===== src/rtl/usr_pkg.sv =====
// Shared definitions for the universal shift register: mode encodings and
// the shift-count width helper.
package usr_pkg;

    localparam logic [2:0] MODE_HOLD  = 3'b000;
    localparam logic [2:0] MODE_SHR   = 3'b001;
    localparam logic [2:0] MODE_SHL   = 3'b010;
    localparam logic [2:0] MODE_LOAD  = 3'b011;
    localparam logic [2:0] MODE_ROR   = 3'b100;
    localparam logic [2:0] MODE_ROL   = 3'b101;
    localparam logic [2:0] MODE_CLR   = 3'b110;
    // 111 is a second clear code; both decode identically.
    localparam logic [2:0] MODE_CLR_2 = 3'b111;

    // Bits needed to hold a count of 0..w inclusive.
    function automatic int cnt_width(input int w);
        return $clog2(w + 1);
    endfunction

endpackage


===== src/rtl/usr_shift_counter.sv =====
// Saturating count of shifts since the last load/clear, with a one-cycle
// word_done pulse on the shift that fills a whole word.
module usr_shift_counter
    import usr_pkg::*;
#(
    parameter  int WIDTH = 4,
    localparam int CW    = cnt_width(WIDTH)
) (
    input  logic          clk,
    input  logic          reset,
    input  logic          en,
    input  logic          inc,
    input  logic          clr,
    output logic [CW-1:0] shift_cnt,
    output logic          word_done
);

    localparam logic [CW-1:0] CNT_MAX  = CW'(WIDTH);
    localparam logic [CW-1:0] CNT_LAST = CW'(WIDTH - 1);

    // NOTE: sequential state uses non-blocking assignments so every register
    // samples pre-edge values regardless of statement order.
    always_ff @(posedge clk or negedge reset) begin
        if (!reset) begin
            shift_cnt <= '0;
            word_done <= 1'b0;
        end else if (!en) begin
            word_done <= 1'b0;
        end else if (clr) begin
            // Load/clear always wins over whatever the counter holds.
            shift_cnt <= '0;
            word_done <= 1'b0;
        end else if (inc && shift_cnt != CNT_MAX) begin
            shift_cnt <= shift_cnt + 1'b1;
            word_done <= (shift_cnt == CNT_LAST);
        end else begin
            word_done <= 1'b0;
        end
    end

endmodule


===== src/rtl/univ_shift_reg.sv =====
// Universal shift register: hold, shift left/right, parallel load, clear.
// Rotate codes 100/101 exist only when USR_ROTATE_EN is defined; otherwise they hold.
module univ_shift_reg
    import usr_pkg::*;
#(
    parameter int               WIDTH     = 4,
    parameter logic [WIDTH-1:0] RESET_VAL = '0
) (
    input  logic                        clk,
    input  logic                        reset,
    input  logic                        en,
    input  logic [2:0]                  mode,
    input  logic                        sin_msb,
    input  logic                        sin_lsb,
    input  logic [WIDTH-1:0]            par_in,
    output logic [WIDTH-1:0]            q,
    output logic                        sout_lsb,
    output logic                        sout_msb,
    output logic [cnt_width(WIDTH)-1:0] shift_cnt,
    output logic                        word_done
);

    logic [WIDTH-1:0] q_next;
    logic             inc;
    logic             clr;

    // NOTE: every always_comb output gets a default first so no path through
    // the case statement can infer a latch.
    always_comb begin
        q_next = q;
        inc    = 1'b0;
        clr    = 1'b0;
        case (mode)
            MODE_SHR: begin
                q_next = {sin_msb, q[WIDTH-1:1]};
                inc    = 1'b1;
            end
            MODE_SHL: begin
                q_next = {q[WIDTH-2:0], sin_lsb};
                inc    = 1'b1;
            end
            MODE_LOAD: begin
                q_next = par_in;
                clr    = 1'b1;
            end
`ifdef USR_ROTATE_EN
            MODE_ROR: begin
                q_next = {q[0], q[WIDTH-1:1]};
                inc    = 1'b1;
            end
            MODE_ROL: begin
                q_next = {q[WIDTH-2:0], q[WIDTH-1]};
                inc    = 1'b1;
            end
`endif
            MODE_CLR, MODE_CLR_2: begin
                q_next = '0;
                clr    = 1'b1;
            end
            default: begin
                // MODE_HOLD, and the rotate codes when rotation is not built.
                q_next = q;
            end
        endcase
    end

    always_ff @(posedge clk or negedge reset) begin
        if (!reset) begin
            q <= RESET_VAL;
        end else if (en) begin
            q <= q_next;
        end
    end

    assign sout_lsb = q[0];
    assign sout_msb = q[WIDTH-1];

    usr_shift_counter #(
        .WIDTH (WIDTH)
    ) u_counter (
        .clk       (clk),
        .reset     (reset),
        .en        (en),
        .inc       (inc),
        .clr       (clr),
        .shift_cnt (shift_cnt),
        .word_done (word_done)
    );

endmodule


===== config.mk =====
export PLATFORM = sky130hd
export DESIGN_NAME = univ_shift_reg
export DESIGN_NICKNAME = d
export VERILOG_FILES = /design/src/rtl/usr_pkg.sv /design/src/rtl/usr_shift_counter.sv /design/src/rtl/univ_shift_reg.sv
export SDC_FILE = /design/constraint.sdc
export NUM_CORES = 1
export LEC_CHECK = 0
export BUFFER_PORTS_ARGS = -buffer_cell sky130_fd_sc_hd__buf_2
export CORE_MARGIN = 2
export CORE_UTILIZATION = 25
export DETAILED_ROUTE_END_ITERATION = 10
export SETUP_SLACK_MARGIN = 0.1
export SYNTH_ARGS = -nofsm -noshare
export SYNTH_HDL_FRONTEND = slang
export SYNTH_HIERARCHICAL = 1
export SYNTH_SLANG_ARGS = --single-unit

===== constraint.sdc =====
create_clock -name clk -period 3.18 [get_ports clk]
set_input_delay 0.318 -clock clk [delete_from_list [all_inputs] [get_ports clk]]
set_output_delay 0.318 -clock clk [all_outputs]
set_load 0.01 [all_outputs]

==> flow_summary.yaml, run 1 <==
status:
  outcome: "finished, final reports clean"
grt:
  grt.overflow.total: 0
  grt_max_degree: 9
  grt_pass1_vias: 425
  antenna_found_initial: 0
  grt.total_usage: 0.0871
  grt_first_pass_wirelength_mm: 1.69
clock_network:
  post_cts_resized: 0
  post_cts_buffers: 0
  clk_latency_ns: 0.25
  clock-root-buffer: "clkbuf_4"
  path_clk_slew_ns: 0.05
  cts_max_level: 1
  cts.path.max_buffers: 2
  cts_sinks: 8
  numCtsBuffers: 3
  cts_tree: "built"
  postCtsHoldBufs: 1
routing:
  drt_iter0_markers: 9
  final_antenna_net_count: 0
  drc: 0
  vias: 476
  via_per_inst: 4.58
  wl_per_cell_um: 10.7
  drt-total-wl_mm: 1.11
  drt-pass1-iter-count: 4
sta:
  maxSlewHeadroom: 0.851
  finalClockSkew_ns: 0.00402
  holdWs_ns: 0.404
  hold_violations: 0
  setup_tns_ns: 0
  min_period_ns: 1.26
  post-route-period-util: 0.395
  slew_violations: 0
  worst_pin_slew_ns: 0.220
  max_freq_mhz: 796
  rsz0062_at_grt: "false"
  fin_ws_ns: 1.92
  final-setup-viol-count: 0
worst_setup_path:
  setup.worst_path.end: "u_counter/shift_cnt[1]$_DFFE_PN0P_"
  critPathMaxFanout: 5
  crit_type: "register to register"
  max_stage_delay_ns: 0.41
  cp_num_buf_inv: 1
  crit_path_end_kind: "register"
  cp.arrival_ns: 1.40
  startpoint_type: "register"
  cp_slowest_cell: "dfrtp_1"
  cp.depth: 5
  crit_required_ns: 3.33
  rr_endpoint: "u_counter/shift_cnt[1]$_DFFE_PN0P_"
  crit_family: "flip-flops"
  crit_start: "u_counter/shift_cnt[0]$_DFFE_PN0P_"
  rrSetupSlack_ns: 1.92
  rr_startpoint: "u_counter/shift_cnt[0]$_DFFE_PN0P_"
  worstPathCellList: "inv_1, ha_1, a21boi_2, nand4b_1, o311ai_1"
  reg2regPathDepth: 5
power:
  power_density_nw_per_um2: 535
  p_leak_nw: 0.364
  irDropWorstVdd_mv: 0.182
  finalPower_mw: 0.384
synthesis:
  async_flop_share: 1.00
  yosysWarnings: 6
  yosys.area_share.xor_xnor: 0.0152
  ys_top_cells_by_area: "dfrtp_1 35%, mux2_4 10%, mux2i_1 6.9%"
  synthMuxAreaShare: 0.174
  synth_top_family_by_area: "multiplexers"
  synth_edf_count: 0
  syn_nets: 70
  synthAdderAreaFrac: 0.0651
  synth_compound_area_frac: 0.163
  syn_avg_cell_area_um2: 10.5
  synth_area_um2: 577
  synth_simple_gate_area_frac: 0.137
  synth.distinct_cells: 23
  synth_seq_area_share: 0.347
  ys_ff_latch: 8
  yosys.area.top_type: "dfrtp_1"
  synth_top_area_frac: 0.347
  syn_inst: 55
  synth_flop_cell: "dfrtp_1"
placement:
  dp_hpwl_um: 920
  post-place-ws_ns: 1.84
  gp_congestion: 0.653
  placed_cells: 100
  io_buffers: 21
floorplanning:
  die_h_um: 52.0
  rows: 17
  die_width_um: 52.0
  ios: 22
  dieArea_um2: 2710
  initial_core_util: 0.263
  placeableCoreArea_um2: 2190
finish:
  antennaDiodeCount: 0
  final_cell_count_no_fill: 104
  nets: 93
  drive_above_1_share: 0.421
  layout_commonest_cell: "buf_2"
  syn_to_final_growth_pct: 24.5
  layout_common_cells: "21 x buf_2, 8 x dfrtp_1, 7 x inv_1"
  fill_cells: 219
job:
  max_cap_viol_count: 0
hold_path:
  hp-class: "primary input to register"
  min_path_cells: 3
[cells in the mapped netlist, types with 2 or more instances]
master	n
nand2_1	3
nor2_1	2
ha_1	3
nand2b_1	3
o311ai_1	2
o22ai_1	4
inv_1	7
mux2i_1	4
buf_4	2
dfrtp_1	8
mux2_4	4
o21a_1	2
[registers in the layout, summed over array words and instances (netlist names)]
signal	count
u_counter/shift_cnt	3
u_counter/word_done	1
q	4
[where the power goes]
part           internal, mW  switching (mW)  total (mW)  leakage, nW
combinational        0.0769          0.0785       0.155        0.246
clock                0.0430          0.0321      0.0752       0.0138
sequential            0.126          0.0276       0.154        0.105
total                 0.246           0.138       0.384        0.364
[worst reg2reg max path, stage by stage (launching register included)]
cell	delay (ns)
dfrtp_1	0.41
inv_1	0.08
ha_1	0.25
a21boi_2	0.22
nand4b_1	0.12
o311ai_1	0.08
[area by class of cell]
| class | count | area (µm²) | area share |
|---|---|---|---|
| flip-flops and latches | 8 | 200 | 0.279 |
| repair buffers | 22 | 115 | 0.160 |
| multi-input cells | 36 | 319 | 0.444 |
| clock buffers | 3 | 22.5 | 0.0314 |
| well taps | 28 | 35.0 | 0.0488 |
| inverters | 7 | 26.3 | 0.0366 |
[kinds of logic (layout without fill, tap and decap cells)]
logic type / count (synthesis) / count (layout)
DFF: 8 / 8
buffers and inverters: 11 / 32
and+or+nand+nor: 13 / 13
xor gates and xnor gates: 1 / 1
AOI/OAI and AO/OA: 11 / 11
adders and majority gates: 3 / 3
muxes: 8 / 8
[worst min path at each step]
| stage | from | to | slack, ns |
|---|---|---|---|
| global route | en | u_counter/word_done$_DFF_PN0_ | 0.41 |
| finish | en | u_counter/word_done$_DFF_PN0_ | 0.40 |
| CTS | en | u_counter/word_done$_DFF_PN0_ | 0.40 |
| detailed placement | reset | q[0]$_DFFE_PN0P_ | 0.17 |
| global placement | reset | q[0]$_DFFE_PN0P_ | 0.17 |
| floorplan | reset | q[0]$_DFFE_PN0P_ | 0.02 |
[routing by layer]
metal | vias up | GRT usage | part of all wire
met3 | 0 | 0.0172 | 0.085
met4 | 0 | 0.0658 | 0
li1 | 235 | - | -
met5 | - | 0 | 0
met2 | 17 | 0.160 | 0.50
met1 | 224 | 0.0838 | 0.42
[metrics by stage]
step           area [µm²]  utilization
5_1_grt               718        0.328
6_report              718        0.328
3_3_place_gp          686        0.313
2_1_floorplan         577            -
3_5_place_dp          686        0.313
4_1_cts               718        0.328
Power figures use the tool's default switching activity.
==> run 2: changes to the inputs <==
--- a/config.mk
+++ b/config.mk
@@ -5,6 +5,7 @@
 export SDC_FILE = /design/constraint.sdc
 export NUM_CORES = 1
 export LEC_CHECK = 0
+export ABC_AREA = 1
 export BUFFER_PORTS_ARGS = -buffer_cell sky130_fd_sc_hd__buf_2
 export CORE_MARGIN = 2
 export CORE_UTILIZATION = 25
==> constraint.sdc (replaced) <==
create_clock -name clk -period 1.1 [get_ports clk]
set_input_delay 0.11 -clock clk [delete_from_list [all_inputs] [get_ports clk]]
set_output_delay 0.11 -clock clk [all_outputs]
set_load 0.01 [all_outputs]
==> run 2 against run 1 <==
  * The flow now finishes with violations (setup timing)
  * Setup slack worse by 1.9 ns
  * Sequential cell count stayed put
  * Synthesized cell count is 29% higher
  * Critical path type unchanged
  * Largest power group is now registers
==> flow_summary.yaml, run 2 <==
routing:
  final_antenna_net_count: 0
  via_per_inst: 4.60
  met1Wirelength_um: 596
  drt-pass1-iter-count: 4
  wl_met2_um: 750
  drc: 0
  topRoutingLayerUsed: "met4"
  wl_met3_um: 30
  vias: 593
  drt-total-wl_mm: 1.39
  drt_iter0_markers: 15
  wl_per_cell_um: 10.8
sta:
  slew_violations: 0
  max_freq_mhz: 889
  maxSlewHeadroom: 0.810
  fin_ws_ns: -0.0248
  hold_violations: 0
  min_period_ns: 1.12
  rsz0062_at_grt: "true"
  worst_pin_slew_ns: 0.285
  finalClockSkew_ns: 0.000186
  post-route-period-util: 1.02
  final-setup-viol-count: 1
hold_path:
  min_path_cells: 5
  hp-class: "primary input to register"
  min-delay-start: "sin_msb"
  worstHoldEndpoint: "q[3]$_DFFE_PN0P_"
synthesis:
  yosys.area.top_type: "dfrtp_1"
  synth_seq_area_share: 0.366
  synth_area_um2: 547
  async_flop_share: 1.00
  synth_edf_count: 0
  syn_inst: 71
  ys_ff_latch: 8
  synth_flop_cell: "dfrtp_1"
  ys_top_cells_by_area: "dfrtp_1 37%, nand2_1 14%, nand4_1 13%"
  synth_most_common_cell: "nand2_1"
  synth_top_area_frac: 0.366
  synth.distinct_cells: 17
  syn_avg_cell_area_um2: 7.70
  yosys-top-cells-count: "20 x nand2_1, 11 x nand4_1, 8 x dfrtp_1"
  syn_nets: 86
  yosysWarnings: 6
worst_setup_path:
  startpoint_type: "register"
  rrSetupSlack_ns: -0.02
  crit_type: "register to register"
  reg2regPathDepth: 5
  critPathMaxFanout: 3
  cp.arrival_ns: 1.25
  rr_startpoint: "u_counter/shift_cnt[0]$_DFFE_PN0P_"
  rr_endpoint: "u_counter/shift_cnt[2]$_DFFE_PN0P_"
  crit_path_end_kind: "register"
  crit_required_ns: 1.23
  crit_start: "u_counter/shift_cnt[0]$_DFFE_PN0P_"
finish:
  finish.instance_area_um2: 837
  nets: 119
  drive_above_1_share: 0.510
  syn_to_final_growth_pct: 53.1
  layout_common_cells: "20 x nand2_1, 20 x buf_2, 11 x nand4_1"
  utilization: 0.414
  top_regs: "q x4, u_counter/shift_cnt x3, u_counter/word_done x1"
  largest_register_ffs: 4
  antennaDiodeCount: 0
  top_register: "q"
floorplanning:
  dieArea_um2: 2580
  placeableCoreArea_um2: 2020
  initial_core_util: 0.270
  ios: 22
  die_h_um: 50.8
  die_width_um: 50.8
  rows: 16
clock_network:
  path_clk_slew_ns: 0.05
  clk_latency_ns: 0.24
  cts_sinks: 8
  numCtsBuffers: 3
  cts_tree: "built"
  clock-root-buffer: "clkbuf_4"
  cts_max_level: 1
  cts.path.max_buffers: 2
placement:
  dp_hpwl_mm: 1.09
  gp_congestion: 0.838
  io_buffers: 21
  placed_area_um2: 733
grt:
  grt.overflow.total: 0
  antenna_found_initial: 0
  grt_first_pass_wirelength_mm: 2.35
  grt_pass1_vias: 557
  grt.total_usage: 0.119
  grt_max_degree: 9
status:
  outcome: "finished with violations"
  violations: "setup timing"
power:
  finalPower_mw: 0.875
  power_density_nw_per_um2: 1040
  irDropWorstVdd_mv: 0.417
  p_leak_nw: 0.436
job:
  max_cap_viol_count: 0
-- run 2: area by class of cell --
type | count | area [µm²]
well taps | 27 | 33.8
repair buffers | 31 | 193
flip-flops and latches | 8 | 203
clock buffers | 3 | 22.5
inverters | 10 | 40.0
fillers | 209 | 1180
multi-input cells | 50 | 345
-- run 2: metrics by stage --
step	setup TNS (ns)	cells	setup slack [ns]	hold slack [ns]
floorplan	-0.0131	71	-0.0131	-0.186
global placement	-0.0268	123	-0.0268	-0.0394
detailed placement	-0.0681	123	-0.0403	-0.0399
CTS	-0.0407	128	-0.0407	0.193
global route	-0.153	129	-0.0616	0.210
finish	-0.0248	129	-0.0248	0.202
-- run 2: logic make-up (layout without fill, tap and decap cells) --
family	after synthesis	in the layout	share of synthesized area
compound gates	4	4	0.0435
fa+ha+maj	3	3	0.0687
simple gates	43	43	0.407
flops	8	8	0.366
buf+inv	13	44	0.114
-- run 2: worst max-delay path, stage by stage, from the launching register on --
cell and delay, ns:
dfrtp_2 0.44, ha_4 0.18, ha_4 0.25, inv_2 0.02, nand4_1 0.06, nand2_1 0.06
-- run 2: how the worst max path moves through the flow --
stage                                          to  slack [ns]  depth (start not counted)
2_1_floorplan  u_counter/shift_cnt[2]$_DFFE_PN0P_       -0.01                          5
3_3_place_gp   u_counter/shift_cnt[2]$_DFFE_PN0P_       -0.03                          5
3_5_place_dp   u_counter/shift_cnt[2]$_DFFE_PN0P_       -0.04                          5
4_1_cts        u_counter/shift_cnt[2]$_DFFE_PN0P_       -0.04                          5
5_1_grt        u_counter/shift_cnt[2]$_DFFE_PN0P_       -0.06                          5
6_report       u_counter/shift_cnt[2]$_DFFE_PN0P_       -0.02                          5
-- run 2: layer usage --
| layer | track usage | vias to the layer above |
|---|---|---|
| met5 | 0 | - |
| met4 | 0.0541 | 0 |
| met3 | 0.0179 | 2 |
| met2 | 0.202 | 10 |
| met1 | 0.149 | 277 |
| li1 | - | 304 |
-- run 2: power by group --
part	switching, mW	internal [mW]
logic	0.153	0.141
registers	0.0407	0.328
clock network	0.0879	0.124
-- run 2: what timing repair did --
| action | 4_1_cts | 5_1_grt |
|---|---|---|
| pin swaps | 6 | 0 |
| endpoints found under the hold margin | 8 | 0 |
| hold buffers | 1 | 0 |
| resized for setup | 6 | 7 |
| setup buffers | 1 | 1 |
| endpoints found under the setup margin | 4 | 5 |
==> run 3: changes to the inputs <==
--- a/config.mk
+++ b/config.mk
@@ -13,5 +13,4 @@
 export SETUP_SLACK_MARGIN = 0.1
 export SYNTH_ARGS = -nofsm -noshare
 export SYNTH_HDL_FRONTEND = slang
-export SYNTH_HIERARCHICAL = 1
 export SYNTH_SLANG_ARGS = --single-unit
==> run 3 against run 2 <==
  * The flow still finishes with violations (setup timing)
  * Critical endpoint is now u_counter.shift_cnt[2]$_DFFE_PN0P_
  * Via count down 6.7%
  * Design area down 7.2%
  * Largest power group is now combinational logic
  * Global-route usage down 1.8 points
  * Clock-buffer cell count unchanged
  * Total power up 35%
  * Fmax up 1.3%
  * Cell count up 0.78%
  * Setup slack better by 0.015 ns
==> flow_summary.yaml, run 3 <==
worst_setup_path:
  crit_type: "register to register"
  critPathMaxFanout: 3
  startpoint_type: "register"
  cp.arrival_ns: 1.25
  crit_required_ns: 1.24
  crit_path_end_kind: "register"
sta:
  finalClockSkew_ns: 0.000114
  hold_violations: 0
  max_freq_mhz: 901
  fin_ws_ns: -0.00992
  final-setup-viol-count: 2
  maxSlewHeadroom: 0.850
  setup_tns_ns: -0.0167
  worst_pin_slew_ns: 0.224
  post-route-period-util: 1.01
  holdWs_ns: 0.185
  rsz0062_at_grt: "true"
  slew_violations: 0
  min_period_ns: 1.11
grt:
  antenna_found_initial: 0
  grt_max_degree: 9
  grt_pass1_vias: 524
  grt.overflow.total: 0
  use_met2: 0.175
  grt_util_met3: 0.0431
  grt.total_usage: 0.102
  met1_usage: 0.114
  grt_busiest_layer: "met2"
  grt_first_pass_wirelength_mm: 2.06
routing:
  drc: 0
  final_antenna_net_count: 0
  vias: 553
  drt-pass1-iter-count: 2
  drt_iter0_markers: 6
  wl_per_cell_um: 9.15
  drt-total-wl_mm: 1.19
  via_per_inst: 4.25
finish:
  fill_cells: 241
  nets: 119
  final-seq-area_um2: 200
  largest_register_ffs: 4
  utilization: 0.355
  layout_common_cells: "23 x nand2_1, 20 x buf_2, 10 x nor2_1"
  top_register: "q"
  antennaDiodeCount: 0
  layout_commonest_cell: "nand2_1"
  drive_above_1_share: 0.441
  syn_to_final_growth_pct: 35.9
  top_regs: "q x4, u_counter.shift_cnt x3, u_counter.word_done x1"
  final_cell_count_no_fill: 130
  multi_input_area_um2: 340
synthesis:
  synth_seq_area_share: 0.350
  ys_ff_latch: 8
  async_flop_share: 1.00
  yosys.area.top_type: "dfrtp_1"
  synth.distinct_cells: 16
  synth_top_area_frac: 0.350
  ys_top_cells_by_area: "dfrtp_1 35%, nand2_1 18%, nand3_1 7.0%"
  yosys-top-cells-count: "27 x nand2_1, 10 x nor2_1, 8 x dfrtp_1, 8 x nand3_1, 7 x inv_1"
  synth_edf_count: 0
  syn_nets: 93
  synth_flop_cell: "dfrtp_1"
  synth_most_common_cell: "nand2_1"
  synth_area_um2: 572
  syn_inst: 78
  yosysWarnings: 0
  syn_avg_cell_area_um2: 7.33
placement:
  dp_hpwl_um: 972
  placed_cells: 126
  io_buffers: 21
  gp_congestion: 0.717
power:
  combPwrFrac: 0.458
  clkPwrFrac: 0.179
  p_int_mw: 0.737
  p_leak_nw: 0.426
  p_sw_frac: 0.374
  power_switching_mw: 0.441
  irDropWorstVdd_mv: 1.03
  seqPwrFrac: 0.363
  power_density_nw_per_um2: 1520
floorplanning:
  placeableCoreArea_um2: 2190
  dieArea_um2: 2690
  die_h_um: 51.8
  ios: 22
  initial_core_util: 0.261
  die_width_um: 51.8
  rows: 17
clock_network:
  clock-root-buffer: "clkbuf_4"
  numCtsBuffers: 3
  cts_tree: "built"
  cts_max_level: 1
  cts.path.max_buffers: 2
  path_clk_slew_ns: 0.05
  cts_sinks: 8
  clk_latency_ns: 0.24
job:
  max_cap_viol_count: 0
status:
  outcome: "finished with violations"
  violations: "setup timing"
hold_path:
  hp-class: "primary input to register"
## run 3: cell count changes after synthesis, sizes merged
cell | previous run | this run
clkinv | 3 | 0
nand2 | 22 | 32
a21oi | 2 | 0
nand4 | 11 | 0
inv | 7 | 10
nor2 | 1 | 12
o21ai | 2 | 1
## run 3: kinds of logic (layout without fill, tap and decap cells)
| kind of cell | after synthesis | in the layout | share of synthesized area |
|---|---|---|---|
| adders and majority gates | 3 | 3 | 0.0657 |
| DFF | 8 | 8 | 0.350 |
| buffers and inverters | 13 | 37 | 0.120 |
| AOI/OAI and AO/OA | 1 | 1 | 0.0153 |
| and+or+nand+nor | 53 | 53 | 0.449 |
## run 3: worst paths after layout
kind / start / end / slack (ns) / cells past startpoint
hold reg to reg: q[3]$_DFFE_PN0P_ / q[3]$_DFFE_PN0P_ / 0.54 / 2
setup / recovery: u_counter.shift_cnt[0]$_DFFE_PN0P_ / u_counter.shift_cnt[2]$_DFFE_PN0P_ / -0.01 / 5
min in group asynchronous: reset / u_counter.word_done$_DFF_PN0_ / 0.23 / 2
setup reg to reg: u_counter.shift_cnt[0]$_DFFE_PN0P_ / u_counter.shift_cnt[2]$_DFFE_PN0P_ / -0.01 / 5
max in group asynchronous: reset / q[2]$_DFFE_PN0P_ / 0.71 / 2
hold / removal: en / u_counter.word_done$_DFF_PN0_ / 0.18 / 3
## run 3: routing by layer
layer  vias up  part of all wire  routed length (µm)
li1        285                 -                   -
met1       248              0.45                 534
met4         0                 0                   0
met2        20              0.48                 572
met3         0             0.069                  82
met5         -                 0                   0
## run 3: critical path: stages, from the launching register on
cell and delay, ns:
dfrtp_1 0.40, ha_2 0.21, ha_4 0.25, nor2_1 0.03, nand3_1 0.06, nand2_1 0.05
## run 3: timing repair
action,in CTS,in global routing
hold buffers,1,0
pin swaps,6,3
endpoints found under the hold margin,8,0
buffers inserted,0,1
endpoints found under the setup margin,6,6
resized for setup,2,6
gates cloned,0,0
## run 3: power by group through the flow
stage / logic [mW] / registers, mW / clock network (mW)
4_1_cts: 0.499 / 0.423 / 0.225
2_1_floorplan: 0.255 / 0.458 / 0
3_5_place_dp: 0.466 / 0.427 / 0
6_report: 0.539 / 0.428 / 0.211
5_1_grt: 0.609 / 0.436 / 0.237
3_3_place_gp: 0.461 / 0.423 / 0
## run 3: layout make-up
cell class	instances	area share
Inverter	10	0.0548
Sequential cell	8	0.258
Tap cell	28	0.0451
Timing Repair Buffer	24	0.176
Multi-Input combinational cell	57	0.438
Clock buffer	3	0.0290
## run 3: through the flow
step | total power, mW | worst slack, ns | cell area (µm²)
floorplan | 0.714 | -0.0271 | 577
global placement | 0.884 | 0.0193 | 706
detailed placement | 0.893 | -0.0191 | 706
CTS | 1.15 | -0.0175 | 753
global route | 1.28 | -0.0654 | 777
finish | 1.18 | -0.00992 | 777
